[src/rtl/fir_decim_fifo.sv]
// Decimating FWFT buffer behind the FIR stage: keeps every DECIM-th beat plus the
// tlast beat and absorbs sink backpressure, dropping (and flagging) beats when full.
module fir_decim_fifo #(
  parameter int DATA_WIDTH = 16,
  parameter int DECIM      = 2,
  parameter int FIFO_DEPTH = 16
) (
  input  logic                          clk,
  input  logic                          rst,
  input  logic [DATA_WIDTH-1:0]         s_axis_tdata,
  input  logic                          s_axis_tvalid,
  output logic                          s_axis_tready,
  input  logic                          s_axis_tlast,
  output logic [DATA_WIDTH-1:0]         m_axis_tdata,
  output logic                          m_axis_tvalid,
  input  logic                          m_axis_tready,
  output logic                          m_axis_tlast,
  output logic [$clog2(FIFO_DEPTH):0]   level,
  output logic                          overflow,
  input  logic                          ovf_clr
);

  localparam int PTR_W   = $clog2(FIFO_DEPTH);
  localparam int LEVEL_W = PTR_W + 1;
  localparam int PHASE_W = (DECIM > 1) ? $clog2(DECIM) : 1;

  localparam logic [PHASE_W-1:0] PHASE_LAST = PHASE_W'(DECIM - 1);
  localparam logic [LEVEL_W-1:0] LEVEL_FULL = LEVEL_W'(FIFO_DEPTH);

  typedef struct packed {
    logic                  last;
    logic [DATA_WIDTH-1:0] data;
  } entry_t;

  entry_t             mem [FIFO_DEPTH];
  logic [PHASE_W-1:0] phase;
  logic [PTR_W-1:0]   wr_ptr;
  logic [PTR_W-1:0]   rd_ptr;

  logic keep;
  logic full;
  logic pop;
  logic wr_en;
  logic drop;

  // The upstream FIR never stalls, so this side always accepts.
  assign s_axis_tready = 1'b1;

  assign keep  = s_axis_tvalid && ((phase == '0) || s_axis_tlast);
  assign full  = (level == LEVEL_FULL);
  assign pop   = m_axis_tvalid && m_axis_tready;
  assign wr_en = keep && (!full || pop);
  assign drop  = keep && full && !pop;

  // NOTE: sequential state uses non-blocking assignments so every register samples
  // pre-edge values regardless of process ordering.
  always_ff @(posedge clk) begin
    if (rst) begin
      phase <= '0;
    end else if (s_axis_tvalid) begin
      if (s_axis_tlast || (phase == PHASE_LAST)) phase <= '0;
      else                                       phase <= phase + PHASE_W'(1);
    end
  end

  always_ff @(posedge clk) begin
    if (rst) begin
      wr_ptr <= '0;
      rd_ptr <= '0;
      level  <= '0;
    end else begin
      if (wr_en) wr_ptr <= wr_ptr + PTR_W'(1);
      if (pop)   rd_ptr <= rd_ptr + PTR_W'(1);
      case ({wr_en, pop})
        2'b10:   level <= level + LEVEL_W'(1);
        2'b01:   level <= level - LEVEL_W'(1);
        default: level <= level;
      endcase
    end
  end

  // NOTE: storage is deliberately not reset; level gates visibility of every entry,
  // so stale contents are never observed and the array can map to plain RAM.
  always_ff @(posedge clk) begin
    if (wr_en) mem[wr_ptr] <= '{last: s_axis_tlast, data: s_axis_tdata};
  end

  // A new drop wins over a same-cycle clear so no loss goes unreported.
  always_ff @(posedge clk) begin
    if (rst)          overflow <= 1'b0;
    else if (drop)    overflow <= 1'b1;
    else if (ovf_clr) overflow <= 1'b0;
  end

  assign m_axis_tvalid = (level != '0);
  assign m_axis_tdata  = mem[rd_ptr].data;
  assign m_axis_tlast  = mem[rd_ptr].last;

endmodule
[config.mk]
export PLATFORM = sky130hd
export DESIGN_NAME = fir_decim_fifo
export DESIGN_NICKNAME = d
export VERILOG_FILES = /design/src/rtl/fir_decim_fifo.sv
export SDC_FILE = /design/constraint.sdc
export NUM_CORES = 1
export LEC_CHECK = 0
export BUFFER_PORTS_ARGS = -buffer_cell sky130_fd_sc_hd__buf_2
export CORE_MARGIN = 2
export CORE_UTILIZATION = 40
export DETAILED_ROUTE_END_ITERATION = 12
export GPL_ROUTABILITY_DRIVEN = 0
export GPL_TIMING_DRIVEN = 0
export PLACE_DENSITY = 0.66
export RECOVER_POWER = 25
export SLEW_MARGIN = 0
export SYNTH_ARGS = -nofsm -noshare
export SYNTH_HDL_FRONTEND = slang
export SYNTH_SLANG_ARGS = --single-unit
[constraint.sdc]
create_clock -name clk -period 7.95 [get_ports clk]
set_clock_uncertainty 0.15 [all_clocks]
set_input_delay 0.795 -clock clk [delete_from_list [all_inputs] [get_ports clk]]
set_output_delay 0.795 -clock clk [all_outputs]
set_load 0.05 [all_outputs]
==> metrics.yaml, run 1 <==
drt-wirelength-per-cell_um: 23.3
num_vias: 5206
grt_first_pass_wirelength_um: 33800
layout-drive-gt1-share_pct: 26.9
holdCritPathClass: "reg2reg"
endpoint: "m_axis_tdata[11]"
ys_ff_latch: 291
grt_max_degree: 19
r2r-end: "mem[7][7]"
numPortBuffers: 43
cts_buffer_depth: 3
yosys_warnings: 0
ir_worst_vdd_v: 0.000191
timing.final.hold_violations: 0
routed_wl_um: 22900
cp.depth: 6
reg2reg_depth: 7
synth_area_um2: 11300
cap_violations: 0
grt_usage_pct: 16.0
cts_buffers: 29
critPathMaxStageDelay_ns: 0.73
tns_ns: 0
p_leak_nw: 3.96
antenna_found_initial: 0
dr.pass1.iters: 5
critPathMaxFanout: 10
setup_viol: 0
fmax_ghz: 0.224
overflow: 0
crit_required_ns: 7.01
rsz0062_at_grt: "no"
ctsHoldBuffers: 0
synth_edf_count: 272
clk_pin_slew_ns: 0.05
worstReg2RegStart: "level[3]"
powerDensity_nw_per_um2: 313
viasPerCell: 5.29
dpl_cell_area_um2: 12000
cts_setup_buffers: 0
die_y_um: 172
die-area_um2: 29500
drv_slew: 0
n_antenna_cell: 0
core_um2: 27800
endpoint_kind: "output port"
syn_nets: 537
min_period_ns: 4.47
start_util_pct: 40.5
top_level_ports: 47
die_w_um: 172
clkLatencyLatePin_ns: 0.54
root_buffer: "clkbuf_16"
rows: 61
arrival_ns: 3.53
async_flop_share_pct: 0
critPathKind: "reg2out"
syn_avg_cell_area_um2: 22.1
hpwlAfterDp_um: 13300
critPathLaunchType: "register"
cts_tree: "yes"
ys_types: 41
remaining_drc_errors: 0
status: "complete, no violations"
postRouteAntennaNets: 0
area_growth_pct: 13.6
h-tree-depth: 1
cts.sinks: 291
synth_ff_type: "edfxtp_1"
finalNetCount: 611
crit_chain: "clkbuf_1, clkbuf_1, buf_1, mux4_2, mux4_2, buf_2"
grt_pass1_vias: 5504
crit_buf_inv: 4
path_delay_family: "buffers and inverters"
n_fill_cell: 2351
post_cts_resized: 0
fin_area_um2: 12800
drt_iter0_markers: 569
period_share_pct: 56.2
cp_slowest_cell: "buf_1"
rrSetupSlack_ns: 4.97
tightest_slew_ns: 1.27
ys_seq_area_share_pct: 75.9
maxSlewHeadroom_pct: 15.7
synthCells: 509
==> metal layers <==
metal / wire length [µm] / track usage, % / part of all wire (%) / vias up
li1: - / - / - / 2264
met1: 9550 / 20.8 / 42 / 2747
met2: 11700 / 28.0 / 51 / 163
met3: 1250 / 2.95 / 5.5 / 32
met4: 416 / 3.80 / 1.8 / 0
met5: 0 / 0 / 0 / -
==> where the power goes <==
group | total [mW] | internal, mW | switching (mW) | leakage [nW]
sequential | 1.75 | 1.72 | 0.0291 | 2.61
clock | 1.24 | 0.707 | 0.531 | 0.416
combinational | 1.02 | 0.422 | 0.596 | 0.935
==> worst min-delay path by stage <==
stage / end / cells past startpoint / slack (ns) / start
after floorplan: register / 2 / 0.31 / rd_ptr[3]
after global placement: rd_ptr[3] / 2 / 0.32 / rd_ptr[3]
after detailed placement: rd_ptr[3] / 2 / 0.38 / rd_ptr[3]
after CTS: overflow / 3 / 0.37 / ovf_clr
after global routing: overflow / 3 / 0.39 / ovf_clr
final: rd_ptr[3] / 2 / 0.38 / rd_ptr[3]
==> cell usage after synthesis (4+ instances only) <==
library cell  instances  share of area (%)
a21oi_1               9               0.40
and2_1               17               0.94
buf_1                 7               0.23
clkbuf_1             13               0.43
dfxtp_1              19                3.4
edfxtp_1            272                 73
ha_1                  6               0.67
inv_1                 7               0.23
mux4_2               85                 17
nand2_1               6               0.20
nand3_1               5               0.22
nor2_1               17               0.57
nor3_1                4               0.18
xor2_1                5               0.39
==> kinds of logic after synthesis <==
logic type	count (synthesis)	synth area share, %
other	1	0.0333
AO/OA/AOI/OAI	23	1.42
adder cells (fa/ha/maj)	6	0.667
AND/OR/NAND/NOR	58	2.69
buffers and inverters	35	1.44
flip-flops	291	75.9
multiplexers	88	17.3
XOR/XNOR	7	0.544
==> state kept, by name, summed over array words and instances, names as in the netlist, named ones only <==
signal / cells
mem: 272
overflow: 1
wr_ptr: 4
level: 5
phase: 1
rd_ptr: 4
==> tightest hold or removal path, stage by stage (launching register included) <==
cell	delay [ns]
dfxtp_1	0.30
o21ai_0	0.08
a21oi_1	0.09
==> placed cells by master, fill, tap and decap left out, drive strengths merged, types with 3 or more instances in the layout <==
master and count:
a21oi 9, and2 17, buf 45, clkbuf 69, clkinv 9, dfxtp 19, edfxtp 272, ha 6
inv 8, mux4 85, nand2 6, nand3 5, nor2 17, nor3 4, o21ai 3, xor2 5
==> cell type report <==
cell class / count / area (µm²) / share of cell area (%)
Clock buffer: 43 / 778 / 6.08
Clock inverter: 11 / 77.6 / 0.606
Inverter: 7 / 26.3 / 0.205
Buffer: 28 / 136 / 1.07
Tap cell: 378 / 473 / 3.70
Multi-Input combinational cell: 183 / 2550 / 20.0
Timing Repair Buffer: 43 / 200 / 1.56
Sequential cell: 291 / 8550 / 66.8
==> stage by stage <==
| step | hold slack (ns) | power [mW] | utilization [%] | setup WS, ns | instances |
|---|---|---|---|---|---|
| after floorplan | 0.309 | 2.57 | - | 4.80 | 509 |
| after global placement | 0.324 | 2.78 | 43.0 | 4.05 | 930 |
| after detailed placement | 0.375 | 2.81 | 43.0 | 4.01 | 930 |
| after CTS | 0.372 | 4.04 | 46.1 | 3.44 | 984 |
| after global routing | 0.391 | 4.15 | 46.0 | 3.33 | 984 |
| final | 0.380 | 4.01 | 46.0 | 3.48 | 984 |
(Power assumes the default switching activity.)
==> run 2: changes to the inputs <==
--- a/config.mk
+++ b/config.mk
@@ -5,6 +5,7 @@
 export SDC_FILE = /design/constraint.sdc
 export NUM_CORES = 1
 export LEC_CHECK = 0
+export ABC_AREA = 1
 export BUFFER_PORTS_ARGS = -buffer_cell sky130_fd_sc_hd__buf_2
 export CORE_MARGIN = 2
 export CORE_UTILIZATION = 40
==> constraint.sdc (replaced) <==
create_clock -name clk -period 4.6 [get_ports clk]
set_clock_uncertainty 0.15 [all_clocks]
set_input_delay 0.46 -clock clk [delete_from_list [all_inputs] [get_ports clk]]
set_output_delay 0.46 -clock clk [all_outputs]
set_load 0.05 [all_outputs]
==> run 2 against run 1 <==
  * Critical path depth unchanged
  * Critical path type unchanged
  * Utilization grew 1.3 points
  * Register-to-register slack worse by 2.9 ns
  * Synthesized cell count increased by 70%
  * Count of clock-buffer cells in the layout down 11
  * Hold slack worse by 0.37 ns
  * Flip-flop and latch count stayed put
  * Routed wire length rose by 32%
  * Global-route usage up 3.5 points
  * First-iteration DRC count increased by 44%
  * Total power rose by 86%
==> metrics.yaml, run 2 <==
yosysMostFrequentCell: "edfxtp_1"
maxSlewHeadroom_pct: 39.8  # +24 points
ys_ff_latch: 291  # unchanged
sequentialPowerShare_pct: 40.5  # -3.2 points
timing.final.hold_violations: 0  # unchanged
grt_pass1_vias: 7306  # +33%
place_inst: 1318  # +42%
yosys-top-cells-area: "edfxtp_1 (69%), mux2i_1 (5.7%), o211ai_1 (4.4%)"
r2r-end: "mem[11][9]"
critPathKind: "reg2out"
tightest_slew_ns: 0.902  # -0.363 ns
detailedPlace.worstSlack_ns: 1.65  # -2.36 ns
tns_ns: 0  # unchanged
whs_endpoint: "overflow"
setup_viol: 0  # unchanged
root_buffer: "clkbuf_16"
arrival_ns: 2.84  # -0.69 ns
synth_area_um2: 11900  # +5.7%
endpoint_kind: "output port"
cp_slowest_cell: "clkbuf_1"
combPwrFrac_pct: 27.2  # +1.8 points
top_layer_used: "met4"
grt_first_pass_wirelength_um: 44900  # +33%
cts.sinks: 291  # unchanged
synth_edf_count: 272  # unchanged
n_antenna_cell: 0  # unchanged
dr.pass1.iters: 5  # unchanged
cts_setup_buffers: 0  # unchanged
postRouteAntennaNets: 0  # unchanged
ys_seq_area_share_pct: 71.8  # -4.1 points
ir_worst_vdd_v: 0.000286  # +49%
yosys_warnings: 0  # unchanged
wl_met1_um: 12600  # +32%
reg2reg_depth: 7  # unchanged
synth_common_cells: "edfxtp_1 (272), inv_1 (88), a21oi_1 (79), o21ai_0 (75), o211ai_1 (70)"
core_um2: 29500  # +6.1%
clkLatencyLatePin_ns: 0.55  # about the same
holdCritPathClass: "in2reg"
final_cells: 1375  # +40%
ys_types: 35  # -15%
path_delay_family: "buffers and inverters"
crit_chain: "buf_2, clkinv_1, clkbuf_1, o211ai_1, nand2_1, buf_2"
path_common_cell: "buf_2"
critPathMaxFanout: 10  # unchanged
p_switching_mw: 2.49  # +120%
p_int_mw: 4.97  # +74%
crit_buf_inv: 4  # unchanged
rrSetupSlack_ns: 2.10  # -2.87 ns
layout-drive-gt1-share_pct: 14.9  # -12 points
synth_top_cell_area_share_pct: 68.6  # -3.9 points
drv_slew: 0  # unchanged
cts_buffers: 30  # +3.4%
worstHoldStart: "ovf_clr"
ctsHoldBuffers: 1  # +1
drt_iter0_markers: 822  # +44%
syn_avg_cell_area_um2: 13.7  # -38%
cts_tree: "yes"
final_util_pct: 47.4  # +1.3 points
period_share_pct: 75.0
reg.largest.list: "mem: 272 flops, level: 5 flops"
drt-wirelength-per-cell_um: 22.1  # -5.2%
synth_top_area_cell: "edfxtp_1"
routed_wl_um: 30400  # +32%
crit_required_ns: 3.99  # -3.02 ns
synthCells: 867  # +70%
p_clk_share_pct: 32.3  # +1.4 points
cap_violations: 0  # unchanged
grt_usage_pct: 19.5  # +3.5 points
remaining_drc_errors: 0  # unchanged
worstReg2RegStart: "level[2]"
p_leak_nw: 4.81  # +21%
viasPerCell: 5.43  # +2.7%
cts_buffer_depth: 3  # unchanged
clk_pin_slew_ns: 0.06  # about the same
mostFrequentLayoutCell: "edfxtp_1"
grt_max_degree: 19  # unchanged
hpwlAfterDp_um: 19800  # +48%
num_vias: 7470  # +43%
die_y_um: 177  # +2.8%
start_util_pct: 40.4  # -0.16 points
largest_register_ffs: 272  # unchanged
critPathMaxStageDelay_ns: 0.53  # -0.20 ns
die-area_um2: 31200  # +5.6%
mostFrequentLayoutCells: "edfxtp_1 (272), inv_1 (88), a21oi_1 (79)"
met3_length_um: 2220  # +77%
min_path_cells: 4  # +2
rows: 63  # +3.3%
fin_ws_ns: 1.15  # -2.33 ns
synth_ff_type: "edfxtp_1"
status: "complete, no violations"
finalNetCount: 989  # +62%
sw_frac_of_total_pct: 33.3  # +4.5 points
async_flop_share_pct: 0  # unchanged
area_growth_pct: 17.4
top_level_ports: 47  # unchanged
post_cts_resized: 0  # unchanged
fmax_ghz: 0.290
critPathLaunchType: "register"
regMostFlops: "mem"
wl_met2_um: 14800  # +26%
numPortBuffers: 45  # +4.7%
syn_nets: 895  # +67%
min_period_ns: 3.45
overflow: 0  # unchanged
h-tree-depth: 1  # unchanged
die_w_um: 177  # +2.8%
rsz0062_at_grt: "no"
antenna_found_initial: 0  # unchanged
powerDensity_nw_per_um2: 534  # +71%
-- run 2: changes by cell type after synthesis, moves of 21 or more --
cell and change:
nand2_1 +40, inv_1 +81, o21ai_0 +72, mux4_2 -85, mux2i_1 +66, o211ai_1 +70, nand3_1 +21, a21oi_1 +70
-- run 2: area by class of cell --
class | instances | area [µm²]
timing repair buffer | 62 | 549
buffer | 49 | 288
inverter | 93 | 349
sequential | 291 | 8550
fill | 2577 | 15500
clock buffer | 32 | 758
tap | 390 | 488
clock inverter | 24 | 230
multi-input combinational | 434 | 2760
-- run 2: per-stage QoR --
step / total power, mW / area (µm²) / hold WS [ns]
floorplan: 4.46 / 11900 / 0.286
global placement: 5.04 / 12600 / 0.297
detailed placement: 5.08 / 13000 / 0.312
CTS: 7.47 / 14000 / 0.00730
global route: 7.73 / 14000 / 0.0273
finish: 7.46 / 14000 / 0.0126
-- run 2: kinds of logic (layout without fill, tap and decap cells) --
family | count (synthesis) | after routing | share of synthesized area, %
buf+inv | 142 | 260 | 5.35
xor+xnor | 3 | 3 | 0.221
mux | 68 | 68 | 5.72
flops | 291 | 291 | 71.8
compound gates | 245 | 245 | 11.8
simple gates | 111 | 111 | 4.45
fa+ha+maj | 6 | 6 | 0.631
other cells | 1 | 1 | 0.0315
-- run 2: metal layers --
layer | up-vias | track usage (%)
li1 | 3401 | -
met1 | 3681 | 26.0
met2 | 334 | 33.0
met3 | 54 | 3.04
met4 | 0 | 6.06
met5 | - | 0
-- run 2: worst min-delay path: cells and delay by family --
| family | cells | cell delay, ns |
|---|---|---|
| simple gates | 1 | 0.04 |
| buf+inv | 2 | 0.10 |
| compound gates | 1 | 0.06 |
-- run 2: power groups by stage --
| stage | Clock (mW) | Sequential [mW] | Combinational, mW |
|---|---|---|---|
| floorplan | 0 | 3.12 | 1.34 |
| global placement | 0 | 3.07 | 1.97 |
| detailed placement | 0 | 3.07 | 2.01 |
| CTS | 2.43 | 3.02 | 2.02 |
| global route | 2.52 | 3.03 | 2.18 |
| finish | 2.41 | 3.02 | 2.03 |
-- run 2: how the worst max path moves through the flow --
stage	end	slack, ns	depth (start not counted)	startpoint
floorplan	mem[11][0]	2.01	6	level[0]
global placement	mem[11][11]	0.76	7	s_axis_tlast
detailed placement	mem[11][11]	1.65	8	s_axis_tlast
CTS	m_axis_tdata[14]	1.16	6	register
global route	m_axis_tdata[15]	1.10	8	register
finish	m_axis_tdata[14]	1.15	6	register
==> run 3: changes to the inputs <==
--- a/config.mk
+++ b/config.mk
@@ -5,7 +5,7 @@
 export SDC_FILE = /design/constraint.sdc
 export NUM_CORES = 1
 export LEC_CHECK = 0
-export ABC_AREA = 1
+export ABC_AREA = 0
 export BUFFER_PORTS_ARGS = -buffer_cell sky130_fd_sc_hd__buf_2
 export CORE_MARGIN = 2
 export CORE_UTILIZATION = 40
==> constraint.sdc (replaced) <==
create_clock -name clk -period 3.2 [get_ports clk]
set_clock_uncertainty 0.15 [all_clocks]
set_input_delay 0.32 -clock clk [delete_from_list [all_inputs] [get_ports clk]]
set_output_delay 0.32 -clock clk [all_outputs]
set_load 0.05 [all_outputs]
==> run 3 against run 2 <==
  * Worst setup slack worse by 1.0 ns
  * Combinational power grew 29%
  * Cell count down 27%
  * Utilization is 0.54 points lower
  * Non-clock buffer count down 25
  * Clock power grew 27%
  * Largest power group unchanged
  * Highest routed layer unchanged
==> metrics.yaml, run 3 (synthesis gave the netlist of run 1 again) <==
n_antenna_cell: 0  # unchanged
holdCritPathClass: "in2reg"
arrival_ns: 2.61  # -0.23 ns
p_switching_mw: 2.88  # +16%
largest_register_ffs: 272  # unchanged
cts_buffers: 29  # -3.3%
remaining_drc_errors: 0  # unchanged
min_period_ns: 3.08
dpl_cell_area_um2: 12000  # -8.0%
drt-wirelength-per-cell_um: 23.0  # +3.9%
clk_pin_slew_ns: 0.05  # about the same
clkLatencyLatePin_ns: 0.53  # -0.02 ns
final_util_pct: 46.9  # -0.54 points
h-tree-depth: 1  # unchanged
fmax_ghz: 0.325
p_clk_share_pct: 30.6  # -1.7 points
routed_wl_um: 22900  # -24%
reg.largest.list: "mem: 272 flops, level: 5 flops"
critPathKind: "reg2out"
num_vias: 5253  # -30%
rows: 61  # -3.2%
mostFrequentLayoutCells: "edfxtp_1 (272), mux4_2 (85), buf_2 (32)"
setup_viol: 0  # unchanged
worstHoldStart: "s_axis_tvalid"
antenna_found_initial: 0  # unchanged
cts.sinks: 291  # unchanged
area_growth_pct: 15.6
layout-drive-gt1-share_pct: 29.5  # +15 points
final_cells: 999  # -27%
tightest_slew_ns: 1.21  # +0.312 ns
period_share_pct: 96.2
p_leak_nw: 4.09  # -15%
regMostFlops: "mem"
die_y_um: 172  # -2.7%
timing.final.hold_violations: 0  # unchanged
grt_pass1_vias: 5578  # -24%
drv_slew: 0  # unchanged
sequentialPowerShare_pct: 43.4  # +2.9 points
place_inst: 930  # -29%
endpoint_kind: "output port"
rsz0062_at_grt: "no"
cap_violations: 0  # unchanged
critPathMaxFanout: 10  # unchanged
grt_max_degree: 19  # unchanged
postRouteAntennaNets: 0  # unchanged
top_level_ports: 47  # unchanged
root_buffer: "clkbuf_16"
status: "complete, no violations"
p_int_mw: 7.18  # +44%
drt_iter0_markers: 526  # -36%
hpwlAfterDp_um: 13300  # -33%
dr.pass1.iters: 4  # -1
finalNetCount: 626  # -37%
viasPerCell: 5.26  # -3.2%
overflow: 0  # unchanged
start_util_pct: 40.5  # +0.16 points
mostFrequentLayoutCell: "edfxtp_1"
crit_required_ns: 2.73  # -1.26 ns
powerDensity_nw_per_um2: 773  # +45%
critPathLaunchType: "register"
maxSlewHeadroom_pct: 19.1  # -21 points
worstReg2RegStart: "level[3]"
cts_buffer_depth: 3  # unchanged
core_um2: 27800  # -5.8%
fin_hold_ws_ns: 0.0181  # +0.00555 ns
die-area_um2: 29500  # -5.3%
fin_area_um2: 13000  # -6.8%
cts_tree: "yes"
combPwrFrac_pct: 26.1  # -1.1 points
sw_frac_of_total_pct: 28.7  # -4.7 points
ir_worst_vdd_v: 0.000476  # +66%
die_w_um: 172  # -2.7%
grt_first_pass_wirelength_um: 34100  # -24%
finalPower_mw: 10.1  # +35%
numPortBuffers: 43  # -4.4%
grt_usage_pct: 16.1  # -3.4 points
[run 3: cell types whose count changed in the layout (fill, tap and decap cells not counted), sizes merged, moves of 66 or more]
cell    before  now
a21oi       79    9
mux4         0   85
inv         92    8
o211ai      70    0
o21ai       94    3
mux2i       68    2
[run 3: worst max-delay path, stage by stage, from the launching register on]
cell and delay, ns:
dfxtp_1 0.34, clkbuf_1 0.22, buf_6 0.22, clkbuf_8 0.23, mux4_2 0.30, mux4_2 0.52, buf_2 0.24
[run 3: layout make-up]
| type | instances | area, µm² |
|---|---|---|
| Clock buffer | 43 | 778 |
| Sequential cell | 291 | 8550 |
| Tap cell | 378 | 473 |
| Buffer | 27 | 203 |
| Clock inverter | 11 | 77.6 |
| Multi-Input combinational cell | 183 | 2560 |
| Timing Repair Buffer | 59 | 353 |
| Fill cell | 2322 | 14800 |
| Inverter | 7 | 26.3 |
[run 3: path summary, 6_finish.rpt]
check	end	slack, ns	cells after the start
setup / recovery	m_axis_tdata[4]	0.12	6
setup reg to reg	mem[4][3]	0.25	7
hold / removal	phase	0.02	4
hold reg to reg	rd_ptr[3]	0.38	2
[run 3: power by group through the flow]
stage,Combinational [mW],Sequential [mW],Clock [mW]
6_report,2.62,4.36,3.07
5_1_grt,2.79,4.37,3.27
4_1_cts,2.66,4.36,3.12
3_5_place_dp,2.56,4.43,0
3_3_place_gp,2.49,4.42,0
2_1_floorplan,1.88,4.50,0
[run 3: metal layers]
metal,global-route usage [%],routed length [µm],vias to the layer above
li1,-,-,2293
met1,20.8,9680,2777
met2,28.5,11800,149
met3,2.67,1040,34
met4,3.98,424,0
met5,0,0,-
[run 3: metrics by stage]
step                worst slack, ns  setup TNS [ns]
finish                        0.122               0
global route                 0.0117               0
CTS                          0.0151               0
detailed placement           -0.261           -3.75
global placement             -0.224           -3.30
floorplan                     0.230               0
[run 3: what timing repair did]
item                       4_1_cts  5_1_grt
resized for setup               44       11
setup endpoints to repair       17       64
hold endpoints to repair       178        0
hold buffers                    13        0
setup buffers                    3        0
